File: config.mk
export PLATFORM = sky130hd
export DESIGN_NAME = instr_dispatch
export DESIGN_NICKNAME = d
export VERILOG_FILES = /design/src/rtl/instr_dispatch.sv
export SDC_FILE = /design/constraint.sdc
export NUM_CORES = 1
export LEC_CHECK = 0
export ABC_AREA = 1
export CAP_MARGIN = 40
export CORE_MARGIN = 5
export CORE_UTILIZATION = 35
export DETAILED_ROUTE_END_ITERATION = 10
export GPL_ROUTABILITY_DRIVEN = 0
export PLACE_DENSITY = 0.62
export SLEW_MARGIN = 20
export SYNTH_ARGS = -nofsm -noshare
export SYNTH_HDL_FRONTEND = slang
export SYNTH_SLANG_ARGS = --single-unit
File: constraint.sdc
create_clock -name clk -period 10.4 [get_ports clk]
set_clock_uncertainty 0.1 [all_clocks]
set_input_delay 1.56 -clock clk [delete_from_list [all_inputs] [get_ports clk]]
set_output_delay 1.56 -clock clk [all_outputs]
set_load 0.01 [all_outputs]
File: src/rtl/instr_dispatch.sv
// Instruction dispatcher: buffers fetched instructions, decodes opcodes and issues them one at a time
// to four execution units. Optional perf counters are enabled with macro DISPATCH_PERF_CNT_EN.
module instr_dispatch #(
  parameter int FIFO_DEPTH   = 16,
  parameter int DONE_TIMEOUT = 1023
) (
  input  logic        clk,
  input  logic        rst,
  input  logic        start,
  output logic        o_fetch_enable,
  input  logic [63:0] i_instr,
  input  logic        i_instr_enable,
  output logic [3:0]  o_unit_req,
  output logic [63:0] o_unit_instr,
  input  logic [3:0]  i_unit_done,
  output logic        o_busy,
  output logic        o_run_done,
  output logic [2:0]  o_err
`ifdef DISPATCH_PERF_CNT_EN
  ,
  output logic [31:0] o_issue_cnt,
  output logic [31:0] o_stall_cnt
`endif
);

  localparam int AW = (FIFO_DEPTH > 1) ? $clog2(FIFO_DEPTH) : 1;
  localparam int CW = AW + 1;
  localparam int TW = $clog2(DONE_TIMEOUT + 2);
  localparam logic [TW-1:0] TMO_LAST = TW'((DONE_TIMEOUT > 0) ? DONE_TIMEOUT - 1 : 0);

  typedef enum logic [2:0] {S_IDLE, S_FETCH, S_DECODE, S_ISSUE, S_DONE} state_t;

  state_t          state_q, state_d;
  logic [63:0]     mem_q [FIFO_DEPTH];
  logic [AW-1:0]   wr_ptr_q, wr_ptr_d, rd_ptr_q, rd_ptr_d;
  logic [CW-1:0]   count_q, count_d;
  logic [3:0]      req_q, req_d;
  logic [63:0]     instr_q, instr_d;
  logic [2:0]      err_q, err_d;
  logic [TW-1:0]   tmo_q, tmo_d;
  logic            fetch_q, fetch_d;

  logic [63:0] head;
  logic [7:0]  opcode;
  logic [3:0]  head_unit;
  logic        start_ok, pop, full, wr, ovf, flush, done_hit, tmo_hit, issue;

  assign head   = mem_q[rd_ptr_q];
  assign opcode = head[63:56];

  always_comb begin
    head_unit = 4'b0000;
    case (opcode)
      8'h01:   head_unit = 4'b0001;
      8'h02:   head_unit = 4'b0010;
      8'h03:   head_unit = 4'b0100;
      8'h04:   head_unit = 4'b1000;
      default: head_unit = 4'b0000;
    endcase
  end

  assign start_ok = (state_q == S_IDLE) && start;
  assign pop      = (state_q == S_DECODE) && (count_q != '0);
  assign flush    = pop && (opcode == 8'hFF);
  assign issue    = pop && (head_unit != 4'b0000);
  assign full     = (count_q == CW'(FIFO_DEPTH));
  // A pop frees a slot in the same cycle, so a write against a full FIFO still lands.
  assign wr       = i_instr_enable && (!full || pop) && !flush;
  assign ovf      = i_instr_enable && full && !pop;
  assign done_hit = (state_q == S_ISSUE) && ((i_unit_done & req_q) != 4'b0000);
  assign tmo_hit  = (DONE_TIMEOUT > 0) && (state_q == S_ISSUE) && !done_hit && (tmo_q == TMO_LAST);

  always_comb begin
    wr_ptr_d = wr ? wr_ptr_q + AW'(1) : wr_ptr_q;
    rd_ptr_d = pop ? rd_ptr_q + AW'(1) : rd_ptr_q;
    count_d  = count_q + CW'(wr) - CW'(pop);
    if (flush) begin
      rd_ptr_d = wr_ptr_q;
      count_d  = '0;
    end
  end

  always_comb begin
    state_d = state_q;
    req_d   = req_q;
    instr_d = instr_q;
    tmo_d   = '0;
    err_d   = start_ok ? 3'b000 : err_q;
    case (state_q)
      S_IDLE:  if (start) state_d = S_FETCH;
      S_FETCH: if (count_q != '0) state_d = S_DECODE;
      S_DECODE: begin
        if (count_q == '0) begin
          state_d = S_FETCH;
        end else if (opcode == 8'hFF) begin
          state_d = S_DONE;
        end else if (head_unit != 4'b0000) begin
          req_d   = head_unit;
          instr_d = head;
          state_d = S_ISSUE;
        end else begin
          if (opcode != 8'h00) err_d[1] = 1'b1;
          if (count_d == '0) state_d = S_FETCH;
        end
      end
      S_ISSUE: begin
        if (done_hit || tmo_hit) begin
          req_d = 4'b0000;
          if (tmo_hit) err_d[2] = 1'b1;
          state_d = (count_q != '0) ? S_DECODE : S_FETCH;
        end else begin
          tmo_d = tmo_q + TW'(1);
        end
      end
      S_DONE:  state_d = S_IDLE;
      default: state_d = S_IDLE;
    endcase
    if (ovf) err_d[0] = 1'b1;
    fetch_d = (state_d == S_FETCH) && (state_q != S_FETCH);
  end

  always_ff @(posedge clk) begin
    if (rst) begin
      state_q  <= S_IDLE;
      wr_ptr_q <= '0;
      rd_ptr_q <= '0;
      count_q  <= '0;
      req_q    <= 4'b0000;
      instr_q  <= '0;
      err_q    <= 3'b000;
      tmo_q    <= '0;
      fetch_q  <= 1'b0;
    end else begin
      state_q  <= state_d;
      wr_ptr_q <= wr_ptr_d;
      rd_ptr_q <= rd_ptr_d;
      count_q  <= count_d;
      req_q    <= req_d;
      instr_q  <= instr_d;
      err_q    <= err_d;
      tmo_q    <= tmo_d;
      fetch_q  <= fetch_d;
    end
  end

  always_ff @(posedge clk) begin
    if (wr) mem_q[wr_ptr_q] <= i_instr;
  end

  assign o_fetch_enable = fetch_q;
  assign o_unit_req     = req_q;
  assign o_unit_instr   = instr_q;
  assign o_busy         = (state_q != S_IDLE);
  assign o_run_done     = (state_q == S_DONE);
  assign o_err          = err_q;

`ifdef DISPATCH_PERF_CNT_EN
  logic [31:0] issue_cnt_q, stall_cnt_q;
  always_ff @(posedge clk) begin
    if (rst || start_ok) begin
      issue_cnt_q <= '0;
      stall_cnt_q <= '0;
    end else begin
      if (issue && (issue_cnt_q != '1)) issue_cnt_q <= issue_cnt_q + 32'd1;
      if ((state_q == S_ISSUE) && !done_hit && (stall_cnt_q != '1)) stall_cnt_q <= stall_cnt_q + 32'd1;
    end
  end
  assign o_issue_cnt = issue_cnt_q;
  assign o_stall_cnt = stall_cnt_q;
`endif

endmodule

### After elaboration in Yosys (flattened, before gate mapping)

Memories as Yosys holds them, arrays and structs flattened. A register that Yosys moved wholly into a read port is not among the register bits.
Index checks and enable logic that the tools add are counted.

| operators by class | value |
|---|---|
| multiplexer cells | 32 |
| bitwise operators | 4 |
| reductions and logical operators | 31 |
| add/sub/neg operators | 5 |
| eq/ne operators | 17 |

Operators by type and width:

| operator | count |
|---|---|
| $mux 4 | 8 |
| $mux 3 | 8 |
| $eq 8x2->1 const B | 2 |
| $pmux 4 s4 | 1 |
| $pmux 3 s4 | 1 |
| $add 11x1->11 const B | 1 |
| $eq 11x10->1 const B | 1 |
| $logic_and 1x1->1 | 11 |
| $mux 1 | 11 |
| $logic_not 5->1 | 2 |
| $add 4x1->4 const B | 2 |
| $eq 8x1->1 const B | 1 |
| $eq 8x3->1 const B | 1 |
| $eq 8x8->1 const B | 1 |
| $pmux 4 s2 | 1 |
| $reduce_bool 4->1 | 2 |
| $reduce_bool 8->1 | 1 |
| $eq 3x1->1 const B | 2 |
| $eq 3x2->1 const B | 2 |
| $reduce_bool 2->1 | 3 |
| $add 5x1->5 | 1 |
| $eq 5x5->1 const B | 1 |
| $mux 5 | 1 |
| $reduce_and 5->1 | 1 |
| 15 further kinds | 23 |

| word-level totals | value |
|---|---|
| memories | 1 |
| register bits after elaboration | 99 |
| RAM bits | 1024 |
| output and inout bits | 74 |
| input bits | 72 |

Memory list:

| memory | depth | bits a word | read ports | clocked after memory_dff | wr ports | line | text |
|---|---|---|---|---|---|---|---|
| mem_q | 16 | 64 | 1 | 1 | 1 | 34 | `logic [63:0] mem_q [FIFO_DEPTH];` |

### Longest topological paths before layout

| logic depth | value |
|---|---|
| word-level depth | 16 |
| depth in mapped cells | 29 |
| gate-level depth less buffers | 28 |

### Worst setup path after synthesis

OpenSTA, ideal clock, no wires.

| timing path | value |
|---|---|
| kind | input port to flip-flop |
| start point | in i_instr_enable |
| end point | mem mem_q[11][0], enable pin |
| required time | 9814 ps |
| stages | 6 |
| path buffers | 0 |
| path slack | 5103 ps |
| library setup time | 486 ps |
| data arrival time | 4711 ps |
| cell sequence | inv_1 -> nor2_1 -> nand2_1 -> inv_1 -> nand2_1 -> nor2_1 |

| between the ends | value |
|---|---|
| word-level cells in the longest chain between the ends | 4 |

RTL lines:

| item | line | text |
|---|---|---|
| start, declared | 12 | `input logic i_instr_enable,` |
| $logic_and 1x1->1 (2 in series) | 68 | `assign wr = i_instr_enable && (!full \|\| pop) && !flush;` |
| $mux 1 | 147 | `if (wr) mem_q[wr_ptr_q] <= i_instr;` |
| $mux 1 (not written as such) | 147 |  |
| end, declared | 34 |  |

No other way between the ends.

==> impl_metrics.py <==
metrics = {
    "run_status": {
        "status": "complete, no violations",
    },
    "clocking": {
        "cts-hold-fix-buffers": 0,
        "cts_resized": 0,
        "path_clk_slew_ps": 60,
        "cts_made_buffers": 115,
        "post_cts.repair.setup_buffers": 0,
        "clockBufferDepth": 3,
        "cts_sinks": 1127,
        "cts_root_buf": "clkbuf_16",
        "worstSkewPairLatency_ps": 710,
        "htreeDepth": 3,
        "cts_tree": "built",
    },
    "layout": {
        "fin_util": 0.411,
        "nFillCells": 11400,
        "nNetsFinal": 3471,
        "drive_gt1_frac": 0.0743,
        "area_growth_syn_to_layout_pct": 16.6,
    },
    "setup_path": {
        "critPathMaxFanout": 124,
        "criticalPathCategory": "reg2reg",
        "crit_slowest_cell": "inv_8",
        "crit_required_ps": 10920,
        "crit_arrival_ps": 6210,
        "slowest_delay_ps": 630,
        "crit_path_end_kind": "register",
        "critical_path.most_common_cell": "nand2_1",
        "cp-start-kind": "register",
    },
    "timing": {
        "rsz0062_at_grt": "no",
        "min_period_ps": 5690,
        "worst_pin_slew_ps": 1050,
        "whs_ps": 340,
        "setup_tns_ps": 0,
        "fmax_ghz": 0.176,
        "finalHoldViolations": 0,
        "fin_crit_sh": 0.548,
        "slew_headroom": 0.299,
        "fin_ws_ps": 4710,
        "setup_viol": 0,
        "drv_slew": 0,
    },
    "grt": {
        "grt_first_pass_wirelength_um": 174000,
        "antenna_found_initial": 9,
        "grt_pass1_vias": 26700,
        "gr-total-overflow": 0,
        "grt_max_degree": 219,
        "track_usage": 0.173,
    },
    "die": {
        "rows": 129,
        "die_y_um": 363,
        "die_w_um": 363,
        "start_util": 0.352,
        "die-area_um2": 132000,
        "core-area_um2": 124000,
        "num_io_pins": 146,
    },
    "routing": {
        "drtAntennaViolNets": 0,
        "wl_um": 117000,
        "vias": 27500,
        "remaining_drc_errors": 0,
        "wl_per_cell_um": 22.8,
        "drt-initial-drc-count": 2530,
        "drt_first_pass_iters": 6,
        "viasPerCell": 5.35,
    },
    "yosys": {
        "yosys_register_bits": 1127,
        "syn_avg_cell_area_um2": 13.2,
        "ys_seq_area_frac": 0.754,
        "syn_inst": 3291,
        "yosys_warnings": 0,
        "syn_nets": 3377,
        "yosys.cell_types.count": 38,
        "synth_area_um2": 43500,
    },
    "placed_design": {
        "numPortBuffers": 145,
        "place_ws_ps": 4760,
        "dp_hpwl_um": 63100,
    },
    "power_and_ir_drop": {
        "p_leak_nw": 16.4,
        "power.density_nw_per_um2": 205,
        "ir_drop_v": 0.000132,
    },
    "flow_run": {
        "drv_cap": 0,
    },
    "hold_path": {
        "hp-class": "reg2reg",
    },
}
-- metal layers --
| layer | track usage | wire (µm) |
|---|---|---|
| met1 | 0.240 | 51700 |
| met2 | 0.287 | 56100 |
| met3 | 0.0273 | 6720 |
| met4 | 0.0403 | 2210 |
| met5 | 0 | 13 |
-- synth_stat cells, drive strengths merged --
cell    number  area (µm²)
o31ai        1        7.51
o21ai      531        2660
nor3         4        20.0
ha          13         163
clkinv       1        3.75
inv         90         338
a31oi       57         357
a22oi        1        7.51
nand4        9        56.3
o211ai      55         413
nand3b       1        7.51
a221oi       2        17.5
o22ai       51         319
or2          1        6.26
o221ai     174        1520
fa           1        20.0
o311ai       1        8.76
edfxtp    1024       30700
nor2       537        2040
clkbuf     198         743
dfxtp      103        2060
nand3      141         706
nand2      224         848
a21oi       23         115
buf         34         230
xor2         7        61.3
o21a         1        7.51
xnor2        2        17.5
a22o         1        8.76
nor3b        3        22.5
-- metrics by stage --
stage,std cells,power [mW],instance area [µm²]
2_1_floorplan,3291,6.12,43500
3_3_place_gp,4880,6.52,46500
3_5_place_dp,4900,6.57,47000
4_1_cts,5119,10.5,50600
5_1_grt,5125,10.8,50700
6_report,5129,10.4,50800
-- area by class of cell --
class	count	area [µm²]	share of cell area
diodes	5	12.5	0.000247
clock buffers	184	3300	0.0650
clock inverters	35	280	0.00552
inverters	91	368	0.00725
multi-input cells	1841	9530	0.188
flip-flops and latches	1127	32800	0.647
well taps	1637	2050	0.0404
repair buffers	209	2400	0.0472
-- state kept, by name, summed over array words and instances, names as in the netlist, named ones only --
register and count:
count_q 5, state_q 3, wr_ptr_q 4, mem_q 1024, o_fetch_enable 1, o_unit_req 4, tmo_q 11, rd_ptr_q 4
o_unit_instr 64, o_err 3
-- critical path, delay by kind of cell, from the launching register on --
family          cells  cell delay [ps]
flops               1              550
compound gates      3              410
simple gates       17             1830
fa+ha+maj           3              850
xor+xnor            1              150
buf+inv             6             1570
-- cells in the final DEF (no fill, tap or decap), types with 7 or more instances in the layout --
cell	instances
nor2_1	517
edfxtp_1	1024
inv_1	83
clkdlybuf4s50_1	145
buf_4	37
clkbuf_1	53
dfxtp_1	99
nand2_1	221
nand4_1	9
o21ai_1	69
clkbuf_8	16
clkinv_1	7
buf_16	17
clkinv_2	16
o211ai_1	55
nor2_4	18
o22ai_1	51
nand3_1	141
buf_12	10
a21oi_1	23
clkbuf_16	115
o21ai_0	462
o221ai_1	174
ha_1	13
a31oi_1	57
xor2_1	7
-- where the power goes --
group	internal (mW)	switching (mW)	total (mW)
Clock	2.20	1.69	3.89
Combinational	0.405	0.928	1.33
Sequential	5.10	0.0686	5.17
Total	7.70	2.69	10.4
-- logic make-up after synthesis --
kind of cell               after synthesis  share of synthesized area
AOI/OAI and AO/OA                      898                      0.125
xor gates and xnor gates                 9                    0.00181
adders and majority gates               14                    0.00420
buffers and inverters                  323                     0.0302
DFF                                   1127                      0.754
and+or+nand+nor                        920                     0.0850
-- final timing paths --
| check | start | to | slack (ps) | cells past startpoint |
|---|---|---|---|---|
| max | register | o_fetch_enable$_SDFF_PP0_ | 4710 | 30 |
| min | o_unit_instr[62]$_SDFFE_PP0P_ | o_unit_instr[62]$_SDFFE_PP0P_ | 340 | 2 |
| max reg2reg | register | o_fetch_enable$_SDFF_PP0_ | 4710 | 30 |
| min reg2reg | o_unit_instr[62]$_SDFFE_PP0P_ | o_unit_instr[62]$_SDFFE_PP0P_ | 340 | 2 |
(Power assumes the default switching activity.)
